File: config.mk
export PLATFORM = sky130hd
export DESIGN_NAME = timer_counter
export DESIGN_NICKNAME = d
export VERILOG_FILES = /design/src/rtl/timer_counter_pkg.sv /design/src/rtl/timer_counter.sv
export SDC_FILE = /design/constraint.sdc
export NUM_CORES = 1
export LEC_CHECK = 0
export BUFFER_PORTS_ARGS = -buffer_cell sky130_fd_sc_hd__buf_2
export CORE_MARGIN = 4
export CORE_UTILIZATION = 54
export CTS_CLUSTER_DIAMETER = 30
export DETAILED_ROUTE_END_ITERATION = 10
export PLACE_DENSITY_LB_ADDON = 0.15
export SLEW_MARGIN = 20
export SYNTH_ARGS = -nofsm -noshare
export SYNTH_HDL_FRONTEND = slang
export SYNTH_SLANG_ARGS = --single-unit
export TNS_END_PERCENT = 10
File: constraint.sdc
create_clock -name clk -period 2.6 [get_ports clk]
set_input_delay 0.26 -clock clk [delete_from_list [all_inputs] [get_ports clk]]
set_output_delay 0.26 -clock clk [all_outputs]
set_load 0.01 [all_outputs]
File: src/rtl/timer_counter_pkg.sv
// Shared timer/counter definitions: register offsets, FSM encodings, mode codes,
// CTRL layout and the TC0/TC1 address windows used by the CPU and the bridge.
package timer_counter_pkg;

    localparam int unsigned TC_CNT_W  = 32;
    localparam int unsigned TC_CTRL_W = 4;
    localparam int unsigned TC_ADDR_W = 30;
    localparam int unsigned TC_DATA_W = 32;

    // Word offsets within a timer window (byte offset >> 2)
    localparam logic [1:0] TC_OFF_CTRL   = 2'd0;
    localparam logic [1:0] TC_OFF_PRESET = 2'd1;
    localparam logic [1:0] TC_OFF_COUNT  = 2'd2;
    localparam logic [1:0] TC_OFF_RSVD   = 2'd3;

    // MODE field codes; 1x behaves as one-shot
    localparam logic [1:0] TC_MODE_ONESHOT = 2'b00;
    localparam logic [1:0] TC_MODE_AUTO    = 2'b01;

    // Byte address windows of the two instances
    localparam logic [31:0] TC0_BASE = 32'h0000_7F00;
    localparam logic [31:0] TC0_END  = 32'h0000_7F0B;
    localparam logic [31:0] TC1_BASE = 32'h0000_7F10;
    localparam logic [31:0] TC1_END  = 32'h0000_7F1B;

    typedef enum logic [1:0] {
        TC_IDLE = 2'd0,
        TC_LOAD = 2'd1,
        TC_CNT  = 2'd2,
        TC_INT  = 2'd3
    } tc_state_e;

    // CTRL register layout: [3] IM, [2:1] MODE, [0] EN
    typedef struct packed {
        logic       im;
        logic [1:0] mode;
        logic       en;
    } tc_ctrl_t;

    // True when a byte address falls in either timer window
    function automatic logic tc_in_window(input logic [31:0] byte_addr);
        return ((byte_addr >= TC0_BASE) && (byte_addr <= TC0_END)) ||
               ((byte_addr >= TC1_BASE) && (byte_addr <= TC1_END));
    endfunction

endpackage

File: src/rtl/timer_counter.sv
// Memory-mapped down-counter with one-shot / auto-reload modes and a maskable IRQ.
// Ports:
//   clk    - system clock, all state updates on posedge
//   reset  - synchronous active-low reset
//   addr   - word address; only addr[1:0] is decoded (CTRL, PRESET, COUNT, reserved)
//   we     - word write strobe
//   wdata  - write data
//   rdata  - read data, combinational from addr
//   irq    - interrupt request, CTRL.IM & irq_flag
module timer_counter
    import timer_counter_pkg::*;
#(
    parameter int unsigned CNT_W = TC_CNT_W
) (
    input  logic                 clk,
    input  logic                 reset,
    input  logic [TC_ADDR_W-1:0] addr,
    input  logic                 we,
    input  logic [TC_DATA_W-1:0] wdata,
    output logic [TC_DATA_W-1:0] rdata,
    output logic                 irq
);

    tc_state_e        state_q, state_d;
    tc_ctrl_t         ctrl_q, ctrl_d;
    logic [CNT_W-1:0] preset_q, preset_d;
    logic [CNT_W-1:0] count_q, count_d;
    logic             irq_flag_q, irq_flag_d;

    logic wr_ctrl;
    logic wr_preset;
    logic mode_auto;
    logic unused_addr;

    assign wr_ctrl     = we && (addr[1:0] == TC_OFF_CTRL);
    assign wr_preset   = we && (addr[1:0] == TC_OFF_PRESET);
    assign mode_auto   = (ctrl_q.mode == TC_MODE_AUTO);
    assign unused_addr = ^addr[TC_ADDR_W-1:2];

    // Next-state: FSM update first, then CPU writes override CTRL/PRESET/irq_flag
    always_comb begin
        state_d    = state_q;
        ctrl_d     = ctrl_q;
        preset_d   = preset_q;
        count_d    = count_q;
        irq_flag_d = irq_flag_q;

        case (state_q)
            TC_IDLE: begin
                if (ctrl_q.en) begin
                    state_d    = TC_LOAD;
                    irq_flag_d = 1'b0;
                end
            end
            TC_LOAD: begin
                count_d = preset_q;
                state_d = TC_CNT;
            end
            TC_CNT: begin
                if (!ctrl_q.en) begin
                    state_d = TC_IDLE;
                end else if (count_q > CNT_W'(1)) begin
                    count_d = count_q - CNT_W'(1);
                end else begin
                    // COUNT of 0 or 1 both expire here, so PRESET=0 acts like PRESET=1
                    count_d    = '0;
                    irq_flag_d = 1'b1;
                    state_d    = TC_INT;
                end
            end
            TC_INT: begin
                state_d = TC_IDLE;
                if (mode_auto) begin
                    irq_flag_d = 1'b0;
                end else begin
                    ctrl_d.en = 1'b0;
                end
            end
            default: state_d = TC_IDLE;
        endcase

        if (wr_ctrl) begin
            ctrl_d     = tc_ctrl_t'(wdata[TC_CTRL_W-1:0]);
            irq_flag_d = 1'b0;
        end
        if (wr_preset) begin
            preset_d = CNT_W'(wdata);
        end
    end

    // State register with synchronous active-low reset
    always_ff @(posedge clk) begin
        if (!reset) begin
            state_q    <= TC_IDLE;
            ctrl_q     <= '0;
            preset_q   <= '0;
            count_q    <= '0;
            irq_flag_q <= 1'b0;
        end else begin
            state_q    <= state_d;
            ctrl_q     <= ctrl_d;
            preset_q   <= preset_d;
            count_q    <= count_d;
            irq_flag_q <= irq_flag_d;
        end
    end

    // Read mux; reserved offset reads zero
    always_comb begin
        rdata = '0;
        case (addr[1:0])
            TC_OFF_CTRL:   rdata = TC_DATA_W'(ctrl_q);
            TC_OFF_PRESET: rdata = TC_DATA_W'(preset_q);
            TC_OFF_COUNT:  rdata = TC_DATA_W'(count_q);
            TC_OFF_RSVD:   rdata = '0;
            default:       rdata = '0;
        endcase
    end

    assign irq = ctrl_q.im & irq_flag_q;

endmodule

== Yosys cells after proc, flatten, opt, wreduce, memory -nomap -nowiden ==
Index checks and enable logic that the tools add are counted.

* Flip-flop bits (word level): 71
* Input port bits: 65

* Add/subtract/negate cells: 1
* Order comparisons: 1
* Equality and inequality tests: 13
* Mux-type cells: 16
* Bitwise operators: 2
* Reduce and logical (&&, ||, !) cells: 12

{| class="wikitable"
|+ Operators with widths
! operator !! number
|-
| $pmux W32 S4 || 1
|-
| $mux W32 || 2
|-
| $pmux W32 S2 || 1
|-
| $gt A32 B1 Y1 const B || 1
|-
| $sub A32 B1 Y32 const B || 1
|-
| $ne A2 B2 Y1 const B || 5
|-
| $eq A2 B2 Y1 const B || 4
|-
| $pmux W2 S4 || 1
|-
| $mux W1 || 7
|-
| $eq A2 B1 Y1 const B || 3
|-
| $mux W2 || 3
|-
| $reduce_and A2 Y1 || 3
|-
| $reduce_and A5 Y1 || 1
|-
| $logic_not A2 Y1 || 2
|-
| $reduce_bool A2 Y1 || 2
|-
| $ne A3 B3 Y1 const B || 1
|-
| $pmux W1 S3 || 1
|-
| $reduce_bool A3 Y1 || 1
|-
| $logic_and A1 B1 Y1 || 2
|-
| $reduce_or A2 Y1 || 1
|-
| $and A1 B1 Y1 || 1
|-
| $not A1 Y1 || 1
|}

== Logic depth before layout (Yosys ltp) ==
* Word-level depth: 4
* Depth in mapped cells: 8
* Mapped depth without buffers: 7

== Least setup slack after synthesis ==
OpenSTA, ideal clock, no wires.

* Path kind: register to register
* Start point: reg count_q[10]
* End point: reg count_q[18]
* Library setup time: 0.121 ns
* Arrival: 2.158 ns
* Slack: 0.321 ns
* Cell stages (with the launch flop): 8
* Path buffers: 2
* Cell sequence: dfxtp_1 > or4_1 > buf_2 > nor3_1 > a41oi_1 > buf_2 > a21oi_1 > nor3_1

* Longest elaborated chain between the ends: 4

{| class="wikitable"
|+ RTL lines
! element !! RTL line !! RTL
|-
| start, declared || timer_counter.sv:27 || <nowiki>logic [CNT_W-1:0] count_q, count_d;</nowiki>
|-
| start signal, assigned || timer_counter.sv:103 || <nowiki>count_q <= count_d;</nowiki>
|-
| $sub A32 B1 Y32 or $gt A32 B1 Y1 (tied branches) || timer_counter.sv:63, timer_counter.sv:62 ||
|-
| $mux W32 * || timer_counter.sv:62 || <nowiki>end else if (count_q > CNT_W'(1)) begin</nowiki>
|-
| $mux W32 * || timer_counter.sv:60 || <nowiki>if (!ctrl_q.en) begin</nowiki>
|-
| $pmux W32 S2 * || timer_counter.sv:48 || <nowiki>case (state_q)</nowiki>
|}

Every way passes the cells marked *; elsewhere a longest branch is shown, timed or not. The select of a mux whose other input is x is not followed.
A chain may end at the register's enable or synchronous reset.

== Final worst setup path ==
* Start point: reg count_q[0]
* End point: reg count_q[27]

The elaborated chain is that of the path after synthesis.

==> summary.md <==
| Metric | Value |
|---|---|
| Fin. max-slew vios | `0` |
| Min-delay worst type | `in2reg` |
| FF-to-FF setup slack | `0.15 ns` |
| Crit. End Element | `flip-flop` |
| Data arrival, critical path | `2.71 ns` |
| DIE HEIGHT | `95.0 um` |
| GPL Wtd Cong | `0.858` |
| Detailed Routing Iterations Pass 1 | `5` |
| Synth unique cells | `60` |
| Synth Area in XOR/XNOR | `0.857%` |
| Synth area leader | `dfxtp_1` |
| Clock buffer depth | `2` |
| Vias in the first global route | `4064` |
| Logic pwr share | `58.5%` |
| Initial Util | `56.1%` |
| Post-Route WL | `11.7 mm` |
| Mux share of post-synthesis cell area | `0.979%` |
| I/O pin cnt | `98` |
| Routed via count | `4278` |
| Maximum fanout along the worst path | `9` |
| Post-placement cell count | `696` |
| Period utilization | `94.2%` |
| Highest routed metal layer | `met4` |
| Area share of the leading cell type in the synthesized netlist | `34.8%` |
| CTS hold repair buffers | `0` |
| Global route overflow | `0` |
| NumNets Final | `680` |
| Crit path time final | `2.45 ns` |
| Fmax | `408 MHz` |
| EDFF count, synth | `0` |
| Core Region | `7290 um2` |
| Average instance area after synthesis | `7.49 um2` |
| Power share of the clock group | `13.7%` |
| Top post-synthesis cells by area | `dfxtp_1 (35%), nand2_1 (9.4%), a21oi_1 (8.3%), o21ai_0 (7.6%), a22o_1 (5.8%)` |
| Ant. Diodes | `0` |
| Power Density | `1260 nW/um2` |
| Port Buf Inserts | `69` |
| Final std cells w/o fill | `709` |
| Post-CTS setup buffer count | `0` |
| Sequential power share | `27.8%` |
| Initial antenna violation count | `0` |
| Final setup violation count | `0` |
| Required @ worst endpoint | `2.86 ns` |
| Mapped Cells | `546` |
| Worst skew pair latency | `0.35 ns` |
| Ys async rst share | `0%` |
| Vias per inst | `6.03` |
| M1 WL | `5.01 mm` |
| Post-synthesis adder-cell area fraction | `2.14%` |
| Simple-gate share of the synthesized area | `24.5%` |
| Setup repair after global routing missed its margin | `no` |
| Fill cells | `716` |
| CP startpoint kind | `flip-flop` |
| HPWL Detailed | `8.05 mm` |
| First-pass GRT wire length | `19.4 mm` |
| Largest family of logic cells by synthesized area | `compound AO/OA/AOI/OAI gates` |
| Met3 WL | `838 um` |
| Worst-margin pin slew | `0.493 ns` |
| #FFs+latches synth | `71` |
| Max_cap viols | `0` |
| H-tree depth | `3` |
| Post-synthesis sequential area ratio | `34.8%` |
| Die Wd | `95.0 um` |
| Primary FF master, synth | `dfxtp_1` |
| Gr usage total | `27.0%` |
| CTS tree | `done` |
| WL met2 | `5.53 mm` |
| Largest net degree at the start of global routing | `35` |
| Worst rel slew slack | `66.8%` |
| Cell area after synthesis | `4090 um2` |
| Layout Area Growth over Synthesis | `15.3%` |
| Compound-cell area share of the yosys netlist | `30.0%` |
| DRC viols | `0` |
| Syn Nets | `618` |
| Sw frac | `47.9%` |
| P_leak | `1.85 nW` |
| CTS Buf Count | `9` |
| Setup TNS | `0 ns` |
| Clock Pin Slew Worst Setup and Hold Paths | `0.08 ns` |
| Clk Tree Root Cell | `clkbuf_8` |
| Setup CP Type | `reg2reg` |
| DRC marker count from the first detailed-route iteration | `269` |
| Clock skew | `0.00965 ns` |
| Worst ir drop on vdd | `0.601 mV` |
| Routed Antenna Nets | `0` |
| Wirelength per Cell | `16.5 um` |
| Switching pwr | `0.00284 W` |
| Pint | `0.00309 W` |
| Layout cells sized above 1 | `21.3%` |
| Ys Warns | `0` |
| Cell Rows | `31` |
| Status | `finished, final reports clean` |
| Die area | `9030 um2` |
| Count of final hold-check violations | `0` |
| CTS Sinks | `71` |
==> logic make-up after synthesis <==
group	after synthesis
AO/OA/AOI/OAI	197
XOR/XNOR	4
adder cells (fa/ha/maj)	7
buffers and inverters	59
flip-flops	71
multiplexers	4
AND/OR/NAND/NOR	204
==> metrics by stage <==
| step | setup slack [ns] | cell area [um2] | hold slack (ns) | utilization [%] | power, W |
|---|---|---|---|---|---|
| 2_1_floorplan | 0.321 | 4090 | 0.396 | - | 0.00407 |
| 4_1_cts | 0.126 | 4710 | 0.138 | 64.6 | 0.00585 |
| 5_1_grt | 0.0185 | 4710 | 0.148 | 64.6 | 0.00637 |
| 3_5_place_dp | 0.129 | 4540 | 0.459 | 62.2 | 0.00504 |
| 3_3_place_gp | 0.214 | 4540 | 0.455 | 62.2 | 0.00493 |
| 6_report | 0.151 | 4710 | 0.143 | 64.6 | 0.00593 |
==> final timing paths <==
path                                                start                   endpoint  depth (start not counted)
worst max-delay path              count_q[0]$_SDFFE_PN0P_   count_q[27]$_SDFFE_PN0P_                          6
worst min-delay path                             wdata[4]   preset_q[4]$_SDFFE_PN0P_                          3
worst max register to register    count_q[0]$_SDFFE_PN0P_   count_q[27]$_SDFFE_PN0P_                          6
worst min register to register  preset_q[22]$_SDFFE_PN0P_  preset_q[22]$_SDFFE_PN0P_                          2
==> layout make-up <==
cell class                      instances  area (um2)  area share (%)
Clock buffer                           12         165            3.51
Clock inverter                          1        5.00           0.106
Multi-Input combinational cell        416        2400            50.9
Sequential cell                        71        1420            30.2
Timing Repair Buffer                   95         541            11.5
Tap cell                               99         124            2.63
Inverter                               15        56.3            1.19
==> power groups by stage <==
stage	combinational, W	clock, W	sequential, W
2_1_floorplan	0.00254	0	0.00153
3_3_place_gp	0.00328	0	0.00165
3_5_place_dp	0.00338	0	0.00166
4_1_cts	0.00339	0.000822	0.00164
5_1_grt	0.00381	0.000871	0.00169
6_report	0.00347	0.000814	0.00165
==> synthesized netlist by cell type (all sizes together), types with 5 or more instances <==
cell and count:
nor2 22, clkbuf 37, a21oi 68, ha 7, nand4 8, nand2 102, nor3 11, nand3 14
a211oi 10, nor4 13, a22o 28, o21ai 62, buf 7, inv 15, or4 7, or3 5
dfxtp 71
==> metal layers <==
metal	GRT usage, %	up-vias
met1	35.1	1969
met3	3.90	25
li1	-	2096
met5	0	-
met2	44.2	188
met4	12.1	0
==> cell usage in the layout (no fill, tap or decap), types with 4 or more instances in the layout <==
master	instances
nand2_1	102
nand4_1	8
clkbuf_8	12
ha_1	7
nor2_1	22
a221oi_1	4
o21ai_0	62
mux2i_1	4
or4_1	4
buf_2	69
nand3_1	14
buf_4	26
dfxtp_1	71
a21oi_1	68
xnor2_1	4
nor3_1	9
nor4_1	11
a22o_1	27
inv_1	15
a211oi_1	9
==> state kept, by name (all words and copies together) (netlist names) <==
register / flops
count_q: 32
irq_flag_q: 1
ctrl_q: 4
preset_q: 32
state_q: 2
==> critical path, cell delays in order (launching register included) <==
cell and delay (ns):
dfxtp_1 0.35, or4_1 0.66, or4_1 0.66, buf_4 0.23, nor4_4 0.14, xnor2_1 0.11
a211oi_2 0.20
==> timing repair <==
action                                 4_1_cts  5_1_grt
setup endpoints to repair                    0        2
endpoints found under the hold margin        0        0
resized for setup                            0        1
No activity file was read; power rests on OpenSTA's default activity.
